### src/rtl/jk_bank_pkg.sv
// jk_bank_pkg
// Shared definitions for the JK bank arbiter slice:
//   - parameter defaults for requester count, bank width and lock burst length
//   - opcode encoding of the per-requester JK command (bit 1 = J, bit 0 = K)
//   - jk_next(): next-state function of a single JK bit
package jk_bank_pkg;

  localparam int NREQ_DEF     = 4;
  localparam int WIDTH_DEF    = 8;
  localparam int LOCK_MAX_DEF = 4;

  // The opcode is literally {J, K}, so the cell can take op[1] as J and op[0] as K.
  typedef enum logic [1:0] {
    JK_HOLD = 2'b00,
    JK_CLR  = 2'b01,
    JK_SET  = 2'b10,
    JK_TGL  = 2'b11
  } jk_op_e;

  // Classic JK characteristic equation: Q+ = J & ~Q | ~K & Q.
  function automatic logic jk_next(input logic q, input logic j, input logic k);
    return (j & ~q) | (~k & q);
  endfunction

endpackage

### src/rtl/jk_bank_arbiter_if.sv
// jk_bank_arbiter_if
// Bundles the requester-side command bus and the bank/arbiter outputs.
//   master modport : requester side (drives req/lock/op/mask, observes the rest)
//   slave modport  : jk_bank_arbiter side
// Signals:
//   req     [NREQ]        per-requester command valid
//   lock    [NREQ]        burst-lock flag, meaningful only while req is high
//   op      [2*NREQ]      opcode of requester i in op[2i+1:2i]
//   mask    [WIDTH*NREQ]  bit mask of requester i in mask[WIDTH*i +: WIDTH]
//   gnt     [NREQ]        one-hot grant (combinational)
//   q       [WIDTH]       registered JK bank state
//   upd                   one-cycle pulse after each applied command
//   last_id [ID_W]        index of the most recently granted requester
//   dbg_ptr, dbg_lock_cnt observation of the arbiter's internal state
//
// Handshake: req[i] is requester i's valid, gnt[i] is its ready. A command
// transfers on a rising clk edge where req[i] and gnt[i] are both high; until
// then the requester keeps req[i], lock[i], op and mask slices stable. A
// command presented during reset is not consumed and must stay presented.
//
// NREQ/WIDTH/LOCK_MAX must match the values given to jk_bank_arbiter.
interface jk_bank_arbiter_if
  import jk_bank_pkg::*;
#(
  parameter int NREQ     = NREQ_DEF,
  parameter int WIDTH    = WIDTH_DEF,
  parameter int LOCK_MAX = LOCK_MAX_DEF
);

  localparam int ID_W  = $clog2(NREQ);
  localparam int CNT_W = $clog2(LOCK_MAX + 1);

  logic [NREQ-1:0]       req;
  logic [NREQ-1:0]       lock;
  logic [2*NREQ-1:0]     op;
  logic [WIDTH*NREQ-1:0] mask;
  logic [NREQ-1:0]       gnt;
  logic [WIDTH-1:0]      q;
  logic                  upd;
  logic [ID_W-1:0]       last_id;
  logic [ID_W-1:0]       dbg_ptr;
  logic [CNT_W-1:0]      dbg_lock_cnt;

  modport master (
    output req, lock, op, mask,
    input  gnt, q, upd, last_id, dbg_ptr, dbg_lock_cnt
  );

  modport slave (
    input  req, lock, op, mask,
    output gnt, q, upd, last_id, dbg_ptr, dbg_lock_cnt
  );

endinterface

### src/rtl/jk_cell.sv
// jk_cell
// One bit of the JK bank: a JK flip-flop with clock enable.
// Ports:
//   clk    clock, rising edge
//   reset  synchronous, active-high; clears q and wins over en
//   en     apply the J/K inputs on this edge
//   j, k   JK inputs
//   q      registered bit
module jk_cell
  import jk_bank_pkg::*;
(
  input  logic clk,
  input  logic reset,
  input  logic en,
  input  logic j,
  input  logic k,
  output logic q
);

  always_ff @(posedge clk) begin
    if (reset) begin
      q <= 1'b0;
    end else if (en) begin
      q <= jk_next(q, j, k);
    end
  end

endmodule

### src/rtl/jk_bank_arbiter.sv
// jk_bank_arbiter
// Round-robin arbiter with burst lock in front of a bank of WIDTH JK bits.
// Each cycle at most one requester is granted; its opcode is applied to the
// bank bits selected by its mask on the transfer edge.
// Ports:
//   clk    clock, rising edge
//   reset  synchronous, active-high
//   bus    jk_bank_arbiter_if.slave (req/lock/op/mask in; gnt/q/upd/last_id
//          and debug view of ptr/lock_cnt out)
// Parameters:
//   NREQ      number of requesters (2..8)
//   WIDTH     number of JK bits
//   LOCK_MAX  max consecutive grants to a locked requester
module jk_bank_arbiter
  import jk_bank_pkg::*;
#(
  parameter int NREQ     = NREQ_DEF,
  parameter int WIDTH    = WIDTH_DEF,
  parameter int LOCK_MAX = LOCK_MAX_DEF
) (
  input logic              clk,
  input logic              reset,
  jk_bank_arbiter_if.slave bus
);

  localparam int ID_W  = $clog2(NREQ);
  localparam int CNT_W = $clog2(LOCK_MAX + 1);

  localparam logic [ID_W-1:0]  ID_LAST  = ID_W'(NREQ - 1);
  localparam logic [CNT_W-1:0] CNT_LAST = CNT_W'(LOCK_MAX - 1);

  // Arbiter state
  logic [ID_W-1:0]  ptr;
  logic [CNT_W-1:0] lock_cnt;
  logic             upd_r;
  logic [ID_W-1:0]  last_id_r;

  // Grant decode results
  logic             win_vld;
  logic [ID_W-1:0]  win_id;
  logic [NREQ-1:0]  gnt;
  logic             xfer;

  // Command of the winning requester
  logic [1:0]       sel_op;
  logic [WIDTH-1:0] sel_mask;
  logic             sel_lock;

  // Next arbiter state
  logic [ID_W-1:0]  next_ptr;
  logic [CNT_W-1:0] base_cnt;
  logic [CNT_W-1:0] next_cnt;

  logic [WIDTH-1:0] q_bits;

  // Scan from ptr upward, wrapping modulo NREQ; first requester found wins.
  // The index is built with an explicit wrap so non-power-of-two NREQ works.
  always_comb begin
    int sum;
    logic [ID_W-1:0] idx;
    win_vld = 1'b0;
    win_id  = '0;
    gnt     = '0;
    for (int k = 0; k < NREQ; k++) begin
      sum = int'(ptr) + k;
      if (sum >= NREQ) begin
        sum = sum - NREQ;
      end
      idx = ID_W'(sum);
      if (!win_vld && bus.req[idx]) begin
        win_vld = 1'b1;
        win_id  = idx;
      end
    end
    if (win_vld && !reset) begin
      gnt[win_id] = 1'b1;
    end
  end

  // A grant always coincides with req, and reset suppresses both.
  assign xfer = win_vld & ~reset;

  // Select the winner's opcode, mask and lock flag.
  always_comb begin
    sel_op   = 2'b00;
    sel_mask = '0;
    sel_lock = 1'b0;
    for (int i = 0; i < NREQ; i++) begin
      if (win_id == ID_W'(i)) begin
        sel_op   = bus.op[2*i +: 2];
        sel_mask = bus.mask[WIDTH*i +: WIDTH];
        sel_lock = bus.lock[i];
      end
    end
  end

  // Pointer/lock counter update. A nonzero lock_cnt always belongs to the
  // requester sitting at ptr, so a win by anyone else starts counting from 0.
  // Once the burst has used LOCK_MAX grants the pointer moves on even if the
  // requester still asks for the lock.
  always_comb begin
    next_ptr = ptr;
    next_cnt = lock_cnt;
    base_cnt = (win_id == ptr) ? lock_cnt : '0;
    if (xfer) begin
      if (sel_lock && (base_cnt != CNT_LAST)) begin
        next_ptr = win_id;
        next_cnt = base_cnt + CNT_W'(1);
      end else begin
        next_ptr = (win_id == ID_LAST) ? '0 : win_id + ID_W'(1);
        next_cnt = '0;
      end
    end
  end

  always_ff @(posedge clk) begin
    if (reset) begin
      ptr       <= '0;
      lock_cnt  <= '0;
      upd_r     <= 1'b0;
      last_id_r <= '0;
    end else begin
      ptr      <= next_ptr;
      lock_cnt <= next_cnt;
      upd_r    <= xfer;
      if (xfer) begin
        last_id_r <= win_id;
      end
    end
  end

  // The bank: only masked bits of the winner see an enable.
  for (genvar b = 0; b < WIDTH; b++) begin : g_bank
    jk_cell u_cell (
      .clk   (clk),
      .reset (reset),
      .en    (xfer & sel_mask[b]),
      .j     (sel_op[1]),
      .k     (sel_op[0]),
      .q     (q_bits[b])
    );
  end

  assign bus.gnt          = gnt;
  assign bus.q            = q_bits;
  assign bus.upd          = upd_r;
  assign bus.last_id      = last_id_r;
  assign bus.dbg_ptr      = ptr;
  assign bus.dbg_lock_cnt = lock_cnt;

endmodule

### src/flat_wrapper.sv
// flat-port wrapper written by rule: the top's interface ports become plain ports
module jk_bank_arbiter_flat import jk_bank_pkg::*;
#(
  parameter int NREQ     = NREQ_DEF,
  parameter int WIDTH    = WIDTH_DEF,
  parameter int LOCK_MAX = LOCK_MAX_DEF
)
  (clk, reset, bus_req, bus_lock, bus_op, bus_mask, bus_gnt, bus_q, bus_upd, bus_last_id, bus_dbg_ptr, bus_dbg_lock_cnt);
  jk_bank_arbiter_if #(.NREQ(NREQ), .WIDTH(WIDTH), .LOCK_MAX(LOCK_MAX)) bus_i ();
  input logic clk;
  input logic reset;
  input wire logic [$bits(bus_i.req)-1:0] bus_req;
  input wire logic [$bits(bus_i.lock)-1:0] bus_lock;
  input wire logic [$bits(bus_i.op)-1:0] bus_op;
  input wire logic [$bits(bus_i.mask)-1:0] bus_mask;
  output wire logic [$bits(bus_i.gnt)-1:0] bus_gnt;
  output wire logic [$bits(bus_i.q)-1:0] bus_q;
  output wire logic [$bits(bus_i.upd)-1:0] bus_upd;
  output wire logic [$bits(bus_i.last_id)-1:0] bus_last_id;
  output wire logic [$bits(bus_i.dbg_ptr)-1:0] bus_dbg_ptr;
  output wire logic [$bits(bus_i.dbg_lock_cnt)-1:0] bus_dbg_lock_cnt;
  assign bus_i.req = bus_req;
  assign bus_i.lock = bus_lock;
  assign bus_i.op = bus_op;
  assign bus_i.mask = bus_mask;
  assign bus_gnt = bus_i.gnt;
  assign bus_q = bus_i.q;
  assign bus_upd = bus_i.upd;
  assign bus_last_id = bus_i.last_id;
  assign bus_dbg_ptr = bus_i.dbg_ptr;
  assign bus_dbg_lock_cnt = bus_i.dbg_lock_cnt;
  jk_bank_arbiter #(.NREQ(NREQ), .WIDTH(WIDTH), .LOCK_MAX(LOCK_MAX)) u_core (.clk(clk), .reset(reset), .bus(bus_i));
endmodule
### config.mk
export PLATFORM = sky130hd
export DESIGN_NAME = jk_bank_arbiter_flat
export DESIGN_NICKNAME = d
export VERILOG_FILES = /design/src/rtl/jk_bank_pkg.sv /design/src/rtl/jk_bank_arbiter_if.sv /design/src/rtl/jk_cell.sv /design/src/rtl/jk_bank_arbiter.sv /design/src/flat_wrapper.sv
export SDC_FILE = /design/constraint.sdc
export NUM_CORES = 1
export LEC_CHECK = 0
export CAP_MARGIN = 5
export CORE_MARGIN = 2
export CORE_UTILIZATION = 43
export DETAILED_ROUTE_END_ITERATION = 10
export GPL_TIMING_DRIVEN = 0
export PLACE_DENSITY = 0.86
export SYNTH_ARGS = -nofsm -noshare
export SYNTH_HDL_FRONTEND = slang
export SYNTH_SLANG_ARGS = --single-unit
### constraint.sdc
create_clock -name clk -period 7.55 [get_ports clk]
set_clock_uncertainty 0.15 [all_clocks]
set_input_delay 1.51 -clock clk [delete_from_list [all_inputs] [get_ports clk]]
set_output_delay 1.51 -clock clk [all_outputs]
set_load 0.01 [all_outputs]
==> results.md, run 1 <==
- Status: completed
- # IOs: 70
- Routed len/inst: 12.7 µm
- RD Place Congestion: 0.829
- Final Non-Filler Cells: 296
- Die Height: 60.6 µm
- Crit end category: output pin
- Startpoint types: input pin
- Gr usage total: 0.215
- Slew @ Worst Pin: 0.551 ns
- Antenna diode count: 0
- # port buffers: 69
- Post-route clock period utilization: 0.833
- Hold_sp: u_core.bus.last_id[0]
- H-Tree Depth: 1
- Fin crit period: 6.29 ns
- Post-synthesis cell area: 1380 µm²
- DRT Pass-1 Iters: 4
- Clock root cell: clkbuf_4
- Clock slew at reported path FFs: 0.10 ns
- Slew Limit Fails: 0
- Net Count, Synth: 235
- Fraction of registers with async set/reset: 0
- Fraction of layout cells with a size suffix above 1: 0.103
- Highest routed metal layer: met4
- Postcts setup bufs: 0
- Top cells by area, synth: dfxtp_1 23%, a221oi_1 6.4%, o21ai_0 6.2%
- Sink Count: 16
- Setup_tns: 0 ns
- GR Overflow Total: 0
- First-pass GRT wire length: 6.05 mm
- Detailed placement HPWL: 3.01 mm
- Post-synth top area cell: dfxtp_1
- Final hold vios: 0
- Lkg Pwr: 0.832 nW
- WL met2: 1.76 mm
- Syn avg cell area: 7.68 µm²
- Seq/Total Area, Yosys: 0.233
- Final antenna-violating net count: 0
- Slew headroom: 0.630
- Yosys warnings: 0
- Synth top area share: 0.233
- Critical path class: in2out
- Clock buffer count from CTS: 3
- Crit Path Max Fanout: 10
- RSZ-0062 raised after global routing: false
- Fin Hold WS: 0.310 ns
- Leading cell type in the layout, fill and taps excluded: clkdlybuf4s50_1
- CTS tree: yes
- DIE AREA: 3670 µm²
- Worst Path Required: 5.89 ns
- CTS resizes: 0
- Mapped Cells: 179
- DRT iter0 DRCs: 57
- Flops & latches, synth: 16
- Maximum clock frequency: 159 MHz
- CP Launch Point: bus_req[1]
- Die width: 60.6 µm
- Post-synth EDFFs: 0
- Vias in the first global route: 1372
- Hold_buf cts: 0
- Met3 wire len: 204 µm
- Core area: 3050 µm²
- Layout overhead on the synthesized area: 56.9%
- R2R Path Start: u_core.bus.dbg_ptr[1]
- Longest Clk Path Bufs: 2
- DRC violations left: 0
- Netlist cell types: 37
- Max-cap viol count: 0
- Dpl cells: 292
- Via Count: 1536
- Critical path arrival: 4.63 ns
- Metal-1 WL: 1.73 mm
- Hold crit path type: reg2reg
- Rows: 20
- Antenna violations before repair: 0
- PD cells: 255 nW/µm²
- Initial Utilization: 0.450
- Drt total wl: 3.75 mm
- Largest net degree at the start of global routing: 11
- Post-synth top flop: dfxtp_1
- Fin nets: 309
- Worst-Skew Late Latency: 0.29 ns
- Worst vdd ir: 0.153 mV
- Via density: 5.19
- Most frequent cells in the layout: 69 x clkdlybuf4s50_1, 17 x o21ai_0, 16 x a21oi_1, 16 x dfxtp_1, 13 x inv_1
- Final setup violation count: 0
-- synthesized netlist by cell type, types with 2 or more instances --
library cell and number:
inv_1 13, nor3_1 2, nand2_1 9, dfxtp_1 16
nand3b_1 9, a21oi_1 16, mux2i_1 3, a221oi_1 10
nor2_1 8, buf_4 8, o31ai_1 9, nand2b_1 3
buf_2 6, and2_1 12, ha_1 6, o21ai_0 17
clkbuf_1 5, nor2b_1 8
-- area by class of cell --
cell class / instances / area, µm²
Buffer: 19 / 109
Clock buffer: 4 / 36.3
Fill cell: 284 / 896
Inverter: 13 / 48.8
Multi-Input combinational cell: 131 / 897
Sequential cell: 16 / 320
Tap cell: 44 / 55.1
Timing Repair Buffer: 69 / 691
-- registers in the layout, indices dropped and copies added (netlist names) --
signal / count
u_core.bus.dbg_ptr: 2
u_core.bus.dbg_lock_cnt: 3
u_core.bus.last_id: 2
u_core.g_bank.u_cell.q: 8
u_core.bus.upd: 1
-- final timing paths --
check / end / slack, ns / depth (start not counted)
worst min-delay path: u_core.bus.last_id[0] / 0.31 / 2
worst min register to register: u_core.bus.last_id[0] / 0.31 / 2
worst max-delay path: bus_gnt[3] / 1.26 / 11
worst max register to register: u_core.g_bank[2].u_cell.q / 4.36 / 12
-- power breakdown --
part	switching [W]	leakage, nW	total (W)	internal [W]
combinational	0.000184	0.680	0.000371	0.000187
clock	0.0000285	0.0210	0.0000579	0.0000294
sequential	0.0000162	0.131	0.000122	0.000106
total	0.000229	0.832	0.000551	0.000322
-- metal layers --
| metal | GRT usage | vias up |
|---|---|---|
| li1 | - | 777 |
| met3 | 0.0235 | 4 |
| met5 | 0 | - |
| met2 | 0.359 | 57 |
| met4 | 0.0590 | 0 |
| met1 | 0.297 | 698 |
-- critical path: stages --
cell and delay, ns:
clkdlybuf4s50_1 0.64, nand2b_1 0.15, a21oi_1 0.09, nor3_1 0.27, nand2_1 0.17, inv_1 0.11, ha_1 0.25, clkbuf_1 0.30
clkbuf_1 0.40, and2_1 0.20, clkdlybuf4s50_1 0.53
-- metrics by stage --
stage	area [µm²]	power [W]	worst slack [ns]	utilization
after floorplan	1380	0.000361	2.85	-
after global placement	2120	0.000485	1.34	0.695
after detailed placement	2120	0.000493	1.29	0.695
after CTS	2160	0.000551	1.27	0.707
after global routing	2160	0.000597	0.984	0.707
final	2160	0.000551	1.26	0.707
-- cells by family (layout without fill, tap and decap cells) --
kind of cell             after synthesis  count (layout)  share of synthesized area
AO/OA/AOI/OAI                         61              61                      0.292
adder cells (fa/ha/maj)                6               6                     0.0546
buffers and inverters                 32             105                      0.115
flip-flops                            16              16                      0.233
multiplexers                           4               4                     0.0382
AND/OR/NAND/NOR                       60              60                      0.268
(Power assumes the default switching activity.)
==> inputs of run 2 (changes only) <==
- CORE_UTILIZATION: 43 -> 36
- PLACE_DENSITY: 0.86 -> 0.76
- clock period: 7.55 -> 5.1 ns (I/O delays scaled with it)
==> results.md, run 2 (synthesis gave the netlist of run 1 again) <==
- Drt total wl: 4.07 mm (+8.6%)
- Worst vdd ir: 0.193 mV (+26%)
- Post-route clock period utilization: 0.957
- Via density: 5.10 (-1.6%)
- H-Tree Depth: 1 (unchanged)
- Gr usage total: 0.190 (-0.0252)
- Startpoint types: input pin
- Fraction of layout cells with a size suffix above 1: 0.112 (+0.00883)
- Die width: 65.8 µm (+8.7%)
- # IOs: 70 (unchanged)
- Dpl cells: 296 (+1.4%)
- Largest net degree at the start of global routing: 15 (+4)
- Critical path arrival: 3.71 ns (-0.92 ns)
- Rows: 22 (+10%)
- Max-cap viol count: 0 (unchanged)
- Reg2Reg Setup Slack: 1.78 ns (-2.58 ns)
- Maximum clock frequency: 205 MHz
- Worst Reg2Reg Path Length in Cells: 14 (+2)
- DRT Pass-1 Iters: 4 (unchanged)
- Final setup violation count: 0 (unchanged)
- Worst-Skew Late Latency: 0.24 ns (-0.05 ns)
- CTS tree: yes
- Clock buffer count from CTS: 3 (unchanged)
- Hold Path Depth: 2 (unchanged)
- Worst reg2reg path endpoint: u_core.g_bank[7].u_cell.q
- Setup_tns: 0 ns (unchanged)
- Register with the most flip-flops: u_core.g_bank.u_cell.q
- Initial Utilization: 0.376 (-0.0748)
- Total power: 0.000834 W (+51%)
- Lkg Pwr: 0.852 nW (+2.4%)
- Via Count: 1521 (-0.98%)
- Fin crit period: 4.88 ns
- Final antenna-violating net count: 0 (unchanged)
- R2R Path Start: u_core.bus.dbg_ptr[1]
- Antenna diode count: 0 (unchanged)
- GR Overflow Total: 0 (unchanged)
- Fill count: 344 (+21%)
- Status: completed
- PD cells: 383 nW/µm² (+50%)
- RSZ-0062 raised after global routing: false
- Hold endpoint: u_core.bus.last_id[0]
- Most frequent cells in the layout: 67 x clkdlybuf4s50_1, 17 x o21ai_0, 16 x a21oi_1, 16 x dfxtp_1, 13 x inv_1
- Vias in the first global route: 1376 (+0.29%)
- DRC violations left: 0 (unchanged)
- Routed len/inst: 13.7 µm (+7.9%)
- Critical path class: in2out
- Hold crit path type: reg2reg
- Leading cell type in the layout, fill and taps excluded: clkdlybuf4s50_1
- Worst Path Required: 3.93 ns (-1.96 ns)
- Clock root cell: clkbuf_8
- DIE AREA: 4330 µm² (+18%)
- Slew headroom: 0.639 (+0.00936)
- Slew @ Worst Pin: 0.537 ns (-0.0139 ns)
- Detailed placement HPWL: 3.20 mm (+6.3%)
- Die Height: 65.8 µm (+8.7%)
- Core area: 3660 µm² (+20%)
- Fin util: 0.594 (-0.112)
- Sink Count: 16 (unchanged)
- Fin nets: 308 (-0.32%)
- # port buffers: 69 (unchanged)
- Antenna violations before repair: 0 (unchanged)
- Crit Path Max Fanout: 10 (unchanged)
- Layout overhead on the synthesized area: 58.2%
- Hold_sp: u_core.bus.last_id[0]
- First-pass GRT wire length: 6.49 mm (+7.2%)
- Longest Clk Path Bufs: 2 (unchanged)
- Slew Limit Fails: 0 (unchanged)
- Clock slew at reported path FFs: 0.06 ns (-0.04 ns)
- Hold_buf cts: 0 (unchanged)
- Final hold vios: 0 (unchanged)
- DRT iter0 DRCs: 86 (+51%)
- Crit end category: output pin
- Final Non-Filler Cells: 298 (+0.68%)
- RD Place Congestion: 0.842 (+1.6%)
- Number of flip-flops in the largest register: 8 (unchanged)
==> run 2: cell types whose count changed in the layout (fill, tap and decap cells not counted), sizes merged <==
| cell | change |
|---|---|
| clkdlybuf4s50 | -2 |
| dlymetal6s2s | +2 |
| clkbuf | -2 |
==> run 2: worst max path at each step <==
stage / startpoint / endpoint / cells after the start / slack, ns
2_1_floorplan: bus_req[1] / bus_gnt[3] / 9 / 1.38
3_3_place_gp: bus_req[1] / bus_gnt[3] / 11 / -0.19
3_5_place_dp: bus_req[1] / bus_gnt[3] / 11 / -0.25
4_1_cts: bus_req[1] / bus_gnt[3] / 10 / 0.02
5_1_grt: bus_req[2] / bus_gnt[1] / 11 / 0.05
6_report: bus_req[2] / bus_gnt[1] / 11 / 0.22
==> run 2: metal layers <==
| metal | share of wire | vias up | track usage |
|---|---|---|---|
| li1 | - | 778 | - |
| met1 | 0.45 | 685 | 0.275 |
| met2 | 0.48 | 48 | 0.289 |
| met3 | 0.050 | 10 | 0.0170 |
| met4 | 0.020 | 0 | 0.0755 |
| met5 | 0 | - | 0 |
==> run 2: stage by stage <==
step           hold WS [ns]  cell area [µm²]  worst slack, ns
5_1_grt               0.332             2180           0.0463
3_5_place_dp          0.304             2130           -0.255
6_report              0.312             2180            0.217
2_1_floorplan         0.285             1380             1.38
3_3_place_gp          0.296             2130           -0.193
4_1_cts               0.313             2160           0.0217
==> run 2: power breakdown <==
part           switching, W  internal (W)   total, W
Combinational      0.000281      0.000280   0.000561
Clock             0.0000391     0.0000522  0.0000914
Sequential        0.0000243      0.000157   0.000181
Total              0.000345      0.000489   0.000834
==> run 2: repair_timing <==
action | CTS | global route
buffers inserted | 0 | 0
cloned | 0 | 0
pin swaps | 0 | 0
resized for setup | 1 | 4
setup endpoints to repair | 1 | 2
==> run 2: cell type report <==
type	count	area, µm²	share of cell area
Buffer	18	106	0.0489
Clock buffer	3	41.3	0.0190
Inverter	13	48.8	0.0224
Multi-Input combinational cell	131	903	0.415
Sequential cell	16	320	0.147
Tap cell	48	60.1	0.0276
Timing Repair Buffer	69	696	0.320
==> run 2: worst max-delay path, stage by stage <==
cell and delay, ns:
clkdlybuf4s50_1 0.54, mux2i_2 0.24, nor2_1 0.06, nor3_1 0.22, nand2_1 0.17, inv_1 0.13
ha_1 0.20, buf_2 0.22, buf_2 0.24, and2_1 0.15, clkdlybuf4s50_1 0.53
==> inputs of run 3 (changes only) <==
- RECOVER_POWER: not set -> 25
==> results.md, run 3 (synthesis gave the netlist of run 1 again) <==
- Largest net degree at the start of global routing: 15 (unchanged)
- Vias in the first global route: 1376 (unchanged)
- Status: completed
- CTS tree: yes
- Fraction of layout cells with a size suffix above 1: 0.112 (unchanged)
- Core area: 3660 µm² (unchanged)
- Number of flip-flops in the largest register: 8 (unchanged)
- Antenna diode count: 0 (unchanged)
- Max-cap viol count: 0 (unchanged)
- Total power: 0.000828 W (-0.66%)
- Slew Limit Fails: 0 (unchanged)
- Rows: 22 (unchanged)
- Sw frac: 0.416 (+0.00273)
- Int Pwr: 0.000483 W (-1.1%)
- Die width: 65.8 µm (unchanged)
- GR Overflow Total: 0 (unchanged)
- Worst Path Required: 3.93 ns (about the same)
- Via density: 5.11 (about the same)
- RD Place Congestion: 0.842 (unchanged)
- DRT Pass-1 Iters: 4 (unchanged)
- Maximum clock frequency: 205 MHz (about the same)
- Postcts setup bufs: 0 (unchanged)
- P_sw: 0.000345 W (about the same)
- Clock Power Share: 0.110 (about the same)
- Fill count: 344 (unchanged)
- # IOs: 70 (unchanged)
- Die Height: 65.8 µm (unchanged)
- Crit Path Max Fanout: 10 (unchanged)
- Final antenna-violating net count: 0 (unchanged)
- Initial Utilization: 0.376 (unchanged)
- Post-route clock period utilization: 0.957 (about the same)
- Critical path class: in2out
- Register with the most flip-flops: u_core.g_bank.u_cell.q
- DIE AREA: 4330 µm² (unchanged)
- DRT iter0 DRCs: 82 (-4.7%)
- Critical path arrival: 3.71 ns (about the same)
- RSZ-0062 raised after global routing: false
- DRC violations left: 0 (unchanged)
- Leading cell type in the layout, fill and taps excluded: clkdlybuf4s50_1
- Fin crit period: 4.88 ns (-0.00416 ns)
- Slew @ Worst Pin: 0.515 ns (-0.0220 ns)
- Detailed placement HPWL: 3.20 mm (unchanged)
- Drt total wl: 4.05 mm (-0.47%)
- H-Tree Depth: 1 (unchanged)
- Antenna violations before repair: 0 (unchanged)
- Sink Count: 16 (unchanged)
- # port buffers: 69 (unchanged)
- Most frequent cells in the layout: 58 x clkdlybuf4s50_1, 17 x o21ai_0, 16 x a21oi_1, 16 x dfxtp_1, 13 x inv_1
- Startpoint types: input pin
- Setup_tns: 0 ns (unchanged)
- Longest Clk Path Bufs: 2 (unchanged)
- Combinational power share: 0.672 (about the same)
- Via Count: 1522 (+0.066%)
- Worst-Skew Late Latency: 0.24 ns (about the same)
- Crit end category: output pin
- Clock buffer count from CTS: 3 (unchanged)
- First-pass GRT wire length: 6.49 mm (unchanged)
- Final setup violation count: 0 (unchanged)
- Worst vdd ir: 0.193 mV (-0.16%)
- Gr usage total: 0.190 (unchanged)
- Sequential share of power: 0.218 (about the same)
- Clock root cell: clkbuf_8
- Lkg Pwr: 0.875 nW (+2.7%)
- Fin nets: 308 (unchanged)
- Routed len/inst: 13.6 µm (-0.47%)
- Slew headroom: 0.654 (+0.0148)
- Final hold vios: 0 (unchanged)
- Layout overhead on the synthesized area: 58.2% (unchanged)
- Clock slew at reported path FFs: 0.06 ns (about the same)
- Hold crit path type: reg2reg
- PD cells: 381 nW/µm² (-0.66%)
## run 3: changes by cell type in the layout (fill, tap and decap cells not counted)
| cell | change |
|---|---|
| clkdlybuf4s50_1 | -9 |
| dlygate4sd3_1 | +9 |
## run 3: final timing paths
kind | from | to | slack, ns | cells past startpoint
hold / removal | u_core.bus.last_id[0] | u_core.bus.last_id[0] | 0.31 | 2
setup / recovery | bus_req[2] | bus_gnt[1] | 0.22 | 11
hold reg to reg | u_core.bus.last_id[0] | u_core.bus.last_id[0] | 0.31 | 2
setup reg to reg | u_core.bus.dbg_ptr[1] | u_core.g_bank[7].u_cell.q | 1.77 | 14
## run 3: final cells by class
class                           instances  area [µm²]  area share
Tap cell                               48        60.1      0.0276
Sequential cell                        16         320       0.147
Buffer                                 18         106      0.0489
Inverter                               13        48.8      0.0224
Timing Repair Buffer                   69         696       0.320
Clock buffer                            3        41.3      0.0190
Multi-Input combinational cell        131         903       0.415
## run 3: per-stage QoR
| stage | hold WS, ns | instances | area (µm²) | utilization | setup WS [ns] |
|---|---|---|---|---|---|
| detailed placement | 0.304 | 296 | 2130 | 0.581 | -0.255 |
| global placement | 0.296 | 296 | 2130 | 0.581 | -0.193 |
| global route | 0.330 | 298 | 2180 | 0.594 | 0.0463 |
| CTS | 0.313 | 298 | 2160 | 0.591 | 0.0217 |
| floorplan | 0.285 | 179 | 1380 | - | 1.38 |
| finish | 0.309 | 298 | 2180 | 0.594 | 0.221 |
## run 3: what timing repair did
item / CTS / global route
hold buffers: 0 / 0
endpoints found under the setup margin: 1 / 2
resized for setup: 1 / 4
## run 3: critical path, stage by stage
cell and delay [ns]:
clkdlybuf4s50_1 0.54, mux2i_2 0.24, nor2_1 0.06, nor3_1 0.22
nand2_1 0.17, inv_1 0.13, ha_1 0.20, buf_2 0.22
buf_2 0.24, and2_1 0.15, clkdlybuf4s50_1 0.53
## run 3: per-layer routing
layer / wire, µm / GRT usage / up-vias
met4: 83 / 0.0755 / 0
met3: 169 / 0.0170 / 10
met2: 1940 / 0.289 / 46
li1: - / - / 778
met1: 1860 / 0.275 / 688
met5: 0 / 0 / -
## run 3: power groups by stage
stage	logic (W)	clock network [W]	registers, W
after CTS	0.000557	0.0000932	0.000181
final	0.000556	0.0000914	0.000181
after detailed placement	0.000555	0	0.000183
after floorplan	0.000350	0	0.000185
after global routing	0.000607	0.0000982	0.000185
after global placement	0.000545	0	0.000183
